[src/rtl/keypad_if.sv]
// Press-request handshake and contact status between a script driver
// and the keypad matrix emulator.
interface keypad_if;
  logic       press_valid;
  logic [3:0] press_key;
  logic       press_ready;
  logic       bounce_en;
  logic       key_down;
  logic       busy;
  logic       done;
  logic [7:0] press_count;

  modport master (
    output press_valid,
    output press_key,
    output bounce_en,
    input  press_ready,
    input  key_down,
    input  busy,
    input  done,
    input  press_count
  );

  modport slave (
    input  press_valid,
    input  press_key,
    input  bounce_en,
    output press_ready,
    output key_down,
    output busy,
    output done,
    output press_count
  );
endinterface

[src/rtl/keypad_matrix_emulator.sv]
// Passive 4x4 matrix keypad model: scripted presses with LFSR contact
// bounce, answering the controller's column scan on the row lines.
module keypad_matrix_emulator #(
  parameter int         HOLD_CYCLES   = 200,
  parameter int         BOUNCE_CYCLES = 16,
  parameter int         GAP_CYCLES    = 50,
  parameter logic [7:0] LFSR_SEED     = 8'hA5
) (
  input  logic       clk,
  input  logic       rst,
  input  logic [3:0] col,
  output logic [3:0] row,
  keypad_if.slave    kp
);

  localparam logic [2:0] S_IDLE = 3'd0;
  localparam logic [2:0] S_BIN  = 3'd1;
  localparam logic [2:0] S_HOLD = 3'd2;
  localparam logic [2:0] S_BOUT = 3'd3;
  localparam logic [2:0] S_GAP  = 3'd4;

  localparam logic [31:0] BIN_LD =
    (BOUNCE_CYCLES == 0) ? 32'd0 : 32'(BOUNCE_CYCLES - 1);
  localparam logic [31:0] HOLD_LD = 32'(HOLD_CYCLES - 1);
  localparam logic [31:0] GAP_LD =
    (GAP_CYCLES == 0) ? 32'd0 : 32'(GAP_CYCLES - 1);
  localparam bit HAS_BOUNCE = (BOUNCE_CYCLES > 0);

  logic [2:0]  state, state_n;
  logic [31:0] cnt, cnt_n;
  logic [7:0]  lfsr;
  logic        lfsr_adv;
  logic        fb;
  logic [3:0]  key_r;
  logic        contact;
  logic        key_down_r;
  logic        done_r, done_n;
  logic [7:0]  count_r;
  logic        accept;

  assign accept = (state == S_IDLE) && kp.press_valid;
  // x^8+x^6+x^5+x^4+1, shifting left into bit 0
  assign fb = lfsr[7] ^ lfsr[5] ^ lfsr[4] ^ lfsr[3];

  always_comb begin
    state_n  = state;
    cnt_n    = cnt - 32'd1;
    lfsr_adv = 1'b0;
    contact  = 1'b0;
    done_n   = 1'b0;
    unique case (state)
      S_IDLE: begin
        cnt_n = cnt;
        if (kp.press_valid) begin
          if (HAS_BOUNCE) begin
            state_n = S_BIN;
            cnt_n   = BIN_LD;
          end else begin
            state_n = S_HOLD;
            cnt_n   = HOLD_LD;
          end
        end
      end
      S_BIN: begin
        lfsr_adv = 1'b1;
        contact  = kp.bounce_en ? lfsr[0] : 1'b1;
        if (cnt == 32'd0) begin
          state_n = S_HOLD;
          cnt_n   = HOLD_LD;
        end
      end
      S_HOLD: begin
        contact = 1'b1;
        if (cnt == 32'd0) begin
          if (HAS_BOUNCE) begin
            state_n = S_BOUT;
            cnt_n   = BIN_LD;
          end else begin
            state_n = S_GAP;
            cnt_n   = GAP_LD;
          end
        end
      end
      S_BOUT: begin
        lfsr_adv = 1'b1;
        contact  = kp.bounce_en ? lfsr[0] : 1'b0;
        if (cnt == 32'd0) begin
          state_n = S_GAP;
          cnt_n   = GAP_LD;
        end
      end
      S_GAP: begin
        if (cnt == 32'd0) begin
          state_n = S_IDLE;
          cnt_n   = 32'd0;
          done_n  = 1'b1;
        end
      end
      default: begin
        state_n = S_IDLE;
        cnt_n   = 32'd0;
      end
    endcase
  end

  always_ff @(posedge clk or posedge rst) begin
    if (rst) begin
      state      <= S_IDLE;
      cnt        <= 32'd0;
      lfsr       <= LFSR_SEED;
      key_r      <= 4'd0;
      key_down_r <= 1'b0;
      done_r     <= 1'b0;
      count_r    <= 8'd0;
    end else begin
      state      <= state_n;
      cnt        <= cnt_n;
      key_down_r <= contact;
      done_r     <= done_n;
      if (lfsr_adv)
        lfsr <= {lfsr[6:0], fb};
      if (accept)
        key_r <= kp.press_key;
      if (done_n)
        count_r <= count_r + 8'd1;
    end
  end

  // Closed switch shorts the key's column onto its row (wired-OR)
  always_comb begin
    row             = 4'b0000;
    row[key_r[3:2]] = key_down_r & col[key_r[1:0]];
  end

  assign kp.press_ready = (state == S_IDLE);
  assign kp.busy        = (state != S_IDLE);
  assign kp.key_down    = key_down_r;
  assign kp.done        = done_r;
  assign kp.press_count = count_r;

endmodule
[src/flat_wrapper.sv]
// flat-port wrapper written by rule: the top's interface ports become plain ports
module keypad_matrix_emulator_flat 
#(
  parameter int         HOLD_CYCLES   = 200,
  parameter int         BOUNCE_CYCLES = 16,
  parameter int         GAP_CYCLES    = 50,
  parameter logic [7:0] LFSR_SEED     = 8'hA5
)
  (clk, rst, col, row, kp_press_valid, kp_press_key, kp_bounce_en, kp_press_ready, kp_key_down, kp_busy, kp_done, kp_press_count);
  keypad_if kp_i ();
  input  logic clk;
  input  logic rst;
  input  logic [3:0] col;
  output logic [3:0] row;
  input wire logic [$bits(kp_i.press_valid)-1:0] kp_press_valid;
  input wire logic [$bits(kp_i.press_key)-1:0] kp_press_key;
  input wire logic [$bits(kp_i.bounce_en)-1:0] kp_bounce_en;
  output wire logic [$bits(kp_i.press_ready)-1:0] kp_press_ready;
  output wire logic [$bits(kp_i.key_down)-1:0] kp_key_down;
  output wire logic [$bits(kp_i.busy)-1:0] kp_busy;
  output wire logic [$bits(kp_i.done)-1:0] kp_done;
  output wire logic [$bits(kp_i.press_count)-1:0] kp_press_count;
  assign kp_i.press_valid = kp_press_valid;
  assign kp_i.press_key = kp_press_key;
  assign kp_i.bounce_en = kp_bounce_en;
  assign kp_press_ready = kp_i.press_ready;
  assign kp_key_down = kp_i.key_down;
  assign kp_busy = kp_i.busy;
  assign kp_done = kp_i.done;
  assign kp_press_count = kp_i.press_count;
  keypad_matrix_emulator #(.HOLD_CYCLES(HOLD_CYCLES), .BOUNCE_CYCLES(BOUNCE_CYCLES), .GAP_CYCLES(GAP_CYCLES), .LFSR_SEED(LFSR_SEED)) u_core (.clk(clk), .rst(rst), .col(col), .row(row), .kp(kp_i));
endmodule
[config.mk]
export PLATFORM = sky130hd
export DESIGN_NAME = keypad_matrix_emulator_flat
export DESIGN_NICKNAME = d
export VERILOG_FILES = /design/src/rtl/keypad_if.sv /design/src/rtl/keypad_matrix_emulator.sv /design/src/flat_wrapper.sv
export SDC_FILE = /design/constraint.sdc
export NUM_CORES = 1
export LEC_CHECK = 0
export BUFFER_PORTS_ARGS = -buffer_cell sky130_fd_sc_hd__clkbuf_2
export CAP_MARGIN = 30
export CORE_MARGIN = 2
export CORE_UTILIZATION = 53
export DETAILED_ROUTE_END_ITERATION = 10
export PLACE_DENSITY = 0.79
export SLEW_MARGIN = 20
export SYNTH_ARGS = -nofsm -noshare
export SYNTH_HDL_FRONTEND = slang
export SYNTH_SLANG_ARGS = --single-unit
export TNS_END_PERCENT = 30
[constraint.sdc]
create_clock -name clk -period 2.6 [get_ports clk]
set_clock_uncertainty 0.2 [all_clocks]
set_input_delay 0.39 -clock clk [delete_from_list [all_inputs] [get_ports clk]]
set_output_delay 0.39 -clock clk [all_outputs]
set_load 0.05 [all_outputs]
==> results of run 1 <==
how the worst max path moves through the flow:
stage | slack, ns | end | cells after the start
floorplan | -0.19 | u_core.cnt[5] | 9
global placement | -0.14 | u_core.cnt[5] | 6
detailed placement | -0.18 | u_core.cnt[5] | 6
CTS | -0.1 | u_core.cnt[5] | 6
global route | -0.13 | u_core.cnt[5] | 6
finish | -0.06 | u_core.cnt[4] | 6
state kept, by name, summed over array words and instances, names as in the netlist:
register / count
u_core.kp.done: 1
u_core.kp.key_down: 1
u_core.key_r: 4
u_core.lfsr: 8
u_core.kp.press_count: 8
u_core.cnt: 32
u_core.state: 3
what timing repair did:
action / CTS / global route
hold buffers: 1 / 0
hold endpoints to repair: 29 / 0
buffers inserted: 1 / 1
gates resized for setup: 12 / 4
gates cloned: 2 / 0
endpoints found under the setup margin: 41 / 41
pin swaps: 6 / 6
through the flow:
step	power (mW)	setup TNS [ns]
5_1_grt	2.28	-2.40
2_1_floorplan	1.21	-5.88
6_report	2.20	-0.379
3_3_place_gp	1.29	-2.47
3_5_place_dp	1.30	-3.51
4_1_cts	2.21	-1.48
layout make-up:
class | count | area, um2 | share of cell area
Clock buffer | 10 | 128 | 0.0344
Clock inverter | 6 | 82.6 | 0.0222
Inverter | 8 | 30.0 | 0.00808
Multi-Input combinational cell | 213 | 1520 | 0.409
Sequential cell | 57 | 1430 | 0.385
Tap cell | 72 | 90.1 | 0.0243
Timing Repair Buffer | 62 | 434 | 0.117
power by group through the flow:
stage          sequential, mW  combinational (mW)  clock [mW]
2_1_floorplan            1.01               0.207           0
3_3_place_gp             1.02               0.267           0
3_5_place_dp             1.02               0.277           0
4_1_cts                  1.01               0.294       0.906
5_1_grt                  1.01               0.329       0.934
6_report                 1.01               0.300       0.887
critical path, delay by kind of cell, from the launching register on:
| family | cells | cell delay, ns |
|---|---|---|
| buffers and inverters | 1 | 0.16 |
| AND/OR/NAND/NOR | 4 | 1.59 |
| AO/OA/AOI/OAI | 1 | 0.22 |
| flip-flops | 1 | 0.37 |
logic make-up (layout without fill, tap and decap cells):
logic type,count (synthesis),after routing,share of synthesized area
AO/OA/AOI/OAI,31,31,0.0804
XOR/XNOR,39,39,0.114
adder cells (fa/ha/maj),3,3,0.0125
buffers and inverters,25,86,0.0396
flip-flops,57,57,0.476
multiplexers,14,14,0.0558
AND/OR/NAND/NOR,126,126,0.222
routing by layer:
metal,vias up,track usage,part of all wire
met4,0,0.107,0.023
met2,66,0.377,0.50
li1,1165,-,-
met3,15,0.0455,0.046
met5,-,0,0
met1,1235,0.282,0.43
cells in the final DEF (no fill, tap or decap), drive strengths merged, types with 3 or more instances in the layout:
cell,instances
clkinv,3
buf,34
or4,8
a32oi,3
xnor2,31
ha,3
nor3,15
mux2,12
xor2,8
o21ai,3
clkbuf,37
a21oi,5
o41ai,3
dfrtp,53
nand2,18
nor4,15
nand3,4
nor2,42
dfstp,4
or3,5
nand4,6
inv,8
nor3b,3
==> flow_summary.yaml, run 1 <==
outcome:
  outcome: "complete, but fails checks"
  violations: "negative setup slack"
floorplanning:
  coreArea_mm2: 0.00551
  die_w_um: 79.3
  initial_utilization: 0.546
  num_io_pins: 28
  rows: 27
  fp.dieH_um: 79.3
  die_area_mm2: 0.00629
clocking:
  cts_tree: "done"
  cts_root_buf: "clkbuf_8"
  cts.sinks: 57
  h-tree-depth: 3
  numCtsBuffers: 9
  cts.clk_slew.worst_paths_ns: 0.07
  clockBufferDepth: 2
  clk_latency_ns: 0.34
power:
  power_density_mw_per_mm2: 591
  seqPwrFrac: 0.460
  clockPowerShare: 0.404
  leakagePower_nw: 1.78
  power.internal_mw: 1.61
  p_switching_mw: 0.583
  power_frac_comb: 0.136
  ir_drop_uv: 483
  switching_share: 0.265
route:
  drc: 0
  dr.pass1.iters: 5
  drt-initial-drc-count: 136
  ant_nets: 0
  wl_um: 6520
  avgViaCountPerCell: 5.80
  vias: 2481
  wl_per_cell_um: 15.2
timing:
  min_period_ns: 2.66
  fmax_mhz: 375
  worstMarginPinSlew_ns: 0.676
  slew_violations: 0
  worst_slew_margin_rel: 0.548
  setup_viol: 24
  rsz0062_at_grt: "yes"
  hold_violations: 0
  layout_setup_ws_ns: -0.0633
  post-route-period-util: 1.02
  whs_ns: 0.0746
finish:
  fill_cells: 395
  nets: 366
  layout.cells.non_filler: 428
  diodes: 0
  fin_area_mm2: 0.00371
  drive_gt1_frac: 0.309
  final_core_util: 0.675
  area_growth_pct: 23.7
synthesis:
  synth-seq-cells: 57
  ys_top_cells_by_area: "dfrtp_1, xnor2_1, nor2_1"
  synth_seq_area_share: 0.476
  syn-cell-area_mm2: 0.00300
  yosysUniqueCellTypes: 51
  synth_most_common_cell: "dfrtp_1"
  synthFlopType: "dfrtp_1"
  synth_cells: 295
  yosysTopAreaCell: "dfrtp_1"
  ys_warn_count: 0
  synth_nets: 310
  synth_top_area_share: 0.441
  synth_common_cells: "dfrtp_1, nor2_1, xnor2_1"
  ys_async_sr_fraction: 1.00
  synth-edff-count: 0
  avgSynthCellArea_um2: 10.2
critical_path:
  r2r-end: "u_core.cnt[4]"
  worstSetupPathType: "reg2reg"
  cp-start-kind: "register"
  slowest_stage: "or4_4"
  rr_worst_depth: 6
  slowest_delay_ns: 0.54
  startpoint: "u_core.cnt[18]"
  worst-path-max-fanout: 7
  path_cells: "or4_4 > or4_4 > or3_4 > buf_6 > o211ai_1 > nand4_1"
  r2r_slack_ns: -0.06
  cp-end-kind: "register"
  crit_top_cell: "or4_4"
  worst_ep_required_time_ns: 2.62
  r2r_start: "u_core.cnt[18]"
  cp.arrival_ns: 2.68
placement:
  gp_congestion: 0.884
  io_buffers: 27
  post-place-ws_ns: -0.184
  dpl.cell_count: 407
  hpwl_um: 4400
  placed_area_mm2: 0.00339
global_routing:
  antenna_found_initial: 0
  grt_usage: 0.226
  grt_max_degree: 31
  grt_pass1_vias: 2471
  grt_pass1_wl_um: 11000
  overflow: 0
min_path:
  worstHoldEndpoint: "u_core.key_r[1]"
  min_from: "kp_press_key[1]"
  whs_path_depth: 2
  hp-class: "in2reg"
run:
  drv_cap: 0
(Power assumes the default switching activity.)
==> run 2, diff against run 1 <==
- SETUP_SLACK_MARGIN: unset -> 0.2
==> run 2 against run 1 <==
The run still ends with negative setup slack left. Clock-buffer cell count rose by 2. Critical path depth did not move. Combinational power barely moved. Sequential cell count did not move. Register-to-register slack got worse by 0.03 ns. Fmax fell by 1.1%. Worst setup slack got worse by 0.028 ns. Non-clock buffer count fell by 1. First-iteration DRC count rose by 59%. Cell count fell by 0.23%. Largest power group unchanged.
==> flow_summary.yaml, run 2 (synthesis gave the netlist of run 1 again) <==
finish:
  largest_register_ff_count: 32
  diodes: 0
  mostFrequentLayoutCells: "dfrtp_1, nor2_1, xnor2_1"
  layout_commonest_cell: "dfrtp_1"
  area_growth_pct: 23.4
  fill_cells: 421
  layout.cells.non_filler: 427
  nets: 365
  regMostFlops: "u_core.cnt"
  drive_gt1_frac: 0.299
timing:
  hold_violations: 0
  fmax_mhz: 372
  layout_setup_ws_ns: -0.0918
  worstMarginPinSlew_ns: 0.679
  setup_viol: 22
  worst_slew_margin_rel: 0.547
  slew_violations: 0
  post-route-period-util: 1.04
  min_period_ns: 2.69
  rsz0062_at_grt: "yes"
critical_path:
  worst-path-max-fanout: 10
  cp-start-kind: "register"
  r2r_slack_ns: -0.09
  cp-end-kind: "register"
  r2r_start: "u_core.cnt[18]"
  r2r-end: "u_core.cnt[5]"
  cp.arrival_ns: 2.69
  rr_worst_depth: 6
  worst_ep_required_time_ns: 2.60
  worstSetupPathType: "reg2reg"
global_routing:
  overflow: 0
  grt_usage: 0.227
  grt_max_degree: 33
  grt_pass1_vias: 2317
  antenna_found_initial: 0
  grt_pass1_wl_um: 10900
floorplanning:
  initial_utilization: 0.546
  coreArea_mm2: 0.00551
  die_area_mm2: 0.00629
  rows: 27
  num_io_pins: 28
  die_w_um: 79.3
  fp.dieH_um: 79.3
outcome:
  violations: "negative setup slack"
  outcome: "complete, but fails checks"
clocking:
  clockBufferDepth: 2
  cts.sinks: 57
  numCtsBuffers: 9
  cts.clk_slew.worst_paths_ns: 0.07
  h-tree-depth: 3
  cts_tree: "done"
  cts_root_buf: "clkbuf_8"
  clk_latency_ns: 0.35
placement:
  hpwl_um: 4420
  gp_congestion: 0.863
  io_buffers: 27
  dpl.cell_count: 406
min_path:
  whs_path_depth: 2
  hp-class: "in2reg"
  min_from: "kp_press_key[2]"
  worstHoldEndpoint: "u_core.key_r[2]"
route:
  wl_per_cell_um: 15.8
  vias: 2450
  dr.pass1.iters: 4
  avgViaCountPerCell: 5.74
  drt-initial-drc-count: 216
  ant_nets: 0
  wl_um: 6740
  drc: 0
run:
  drv_cap: 0
power:
  finalPower_mw: 2.18
  ir_drop_uv: 429
  power_density_mw_per_mm2: 588
  leakagePower_nw: 1.80
## run 2: where the power goes
group	total, mW	switching (mW)	internal [mW]
sequential	1.01	0.0691	0.939
combinational	0.298	0.156	0.142
clock	0.872	0.378	0.495
## run 2: repair_timing
action,CTS,global route
cloned,0,1
setup buffers,0,3
hold endpoints to repair,27,0
setup endpoints to repair,45,45
pin swaps,8,7
resized for setup,5,9
hold buffers,1,0
## run 2: metal layers
layer  global-route usage  vias to the layer above  part of all wire
met5                    0                        -                 0
met4                0.103                        0             0.022
met3               0.0455                       17             0.040
met2                0.362                       58              0.49
met1                0.301                     1210              0.45
li1                     -                     1165                 -
## run 2: layout make-up
| cell class | count | area (um2) | share of cell area |
|---|---|---|---|
| multi-input combinational | 213 | 1510 | 0.407 |
| tap | 72 | 90.1 | 0.0243 |
| sequential | 57 | 1430 | 0.386 |
| inverter | 8 | 30.0 | 0.00810 |
| clock buffer | 12 | 155 | 0.0418 |
| timing repair buffer | 61 | 440 | 0.119 |
| clock inverter | 4 | 51.3 | 0.0138 |
## run 2: critical path, stage by stage, from the launching register on
cell and delay [ns]:
dfrtp_1 0.38, or4_4 0.53, or4_4 0.54, or3_4 0.40
buf_12 0.17, mux2i_1 0.18, o221ai_1 0.14
## run 2: metrics by stage
| step | setup WS, ns | instance area (um2) | hold WS, ns | TNS (ns) | util |
|---|---|---|---|---|---|
| after global placement | -0.108 | 3400 | 0.258 | -2.45 | 0.617 |
| after CTS | -0.0429 | 3630 | 0.0659 | -0.181 | 0.660 |
| after global routing | -0.137 | 3710 | 0.0725 | -2.36 | 0.673 |
| after detailed placement | -0.153 | 3400 | 0.276 | -3.95 | 0.617 |
| after floorplan | -0.194 | 3030 | 0.263 | -5.87 | - |
| final | -0.0918 | 3710 | 0.0741 | -0.271 | 0.673 |
## run 2: worst max-delay path by stage
stage                               from                  endpoint  slack [ns]
final                     u_core.cnt[18]             u_core.cnt[5]       -0.09
after global routing      u_core.cnt[18]             u_core.cnt[5]       -0.14
after CTS                 u_core.cnt[18]             u_core.cnt[5]       -0.04
after detailed placement  u_core.cnt[14]  u_core.kp.press_count[5]       -0.15
after global placement    u_core.cnt[14]             u_core.cnt[5]       -0.11
after floorplan           u_core.cnt[11]             u_core.cnt[5]       -0.19
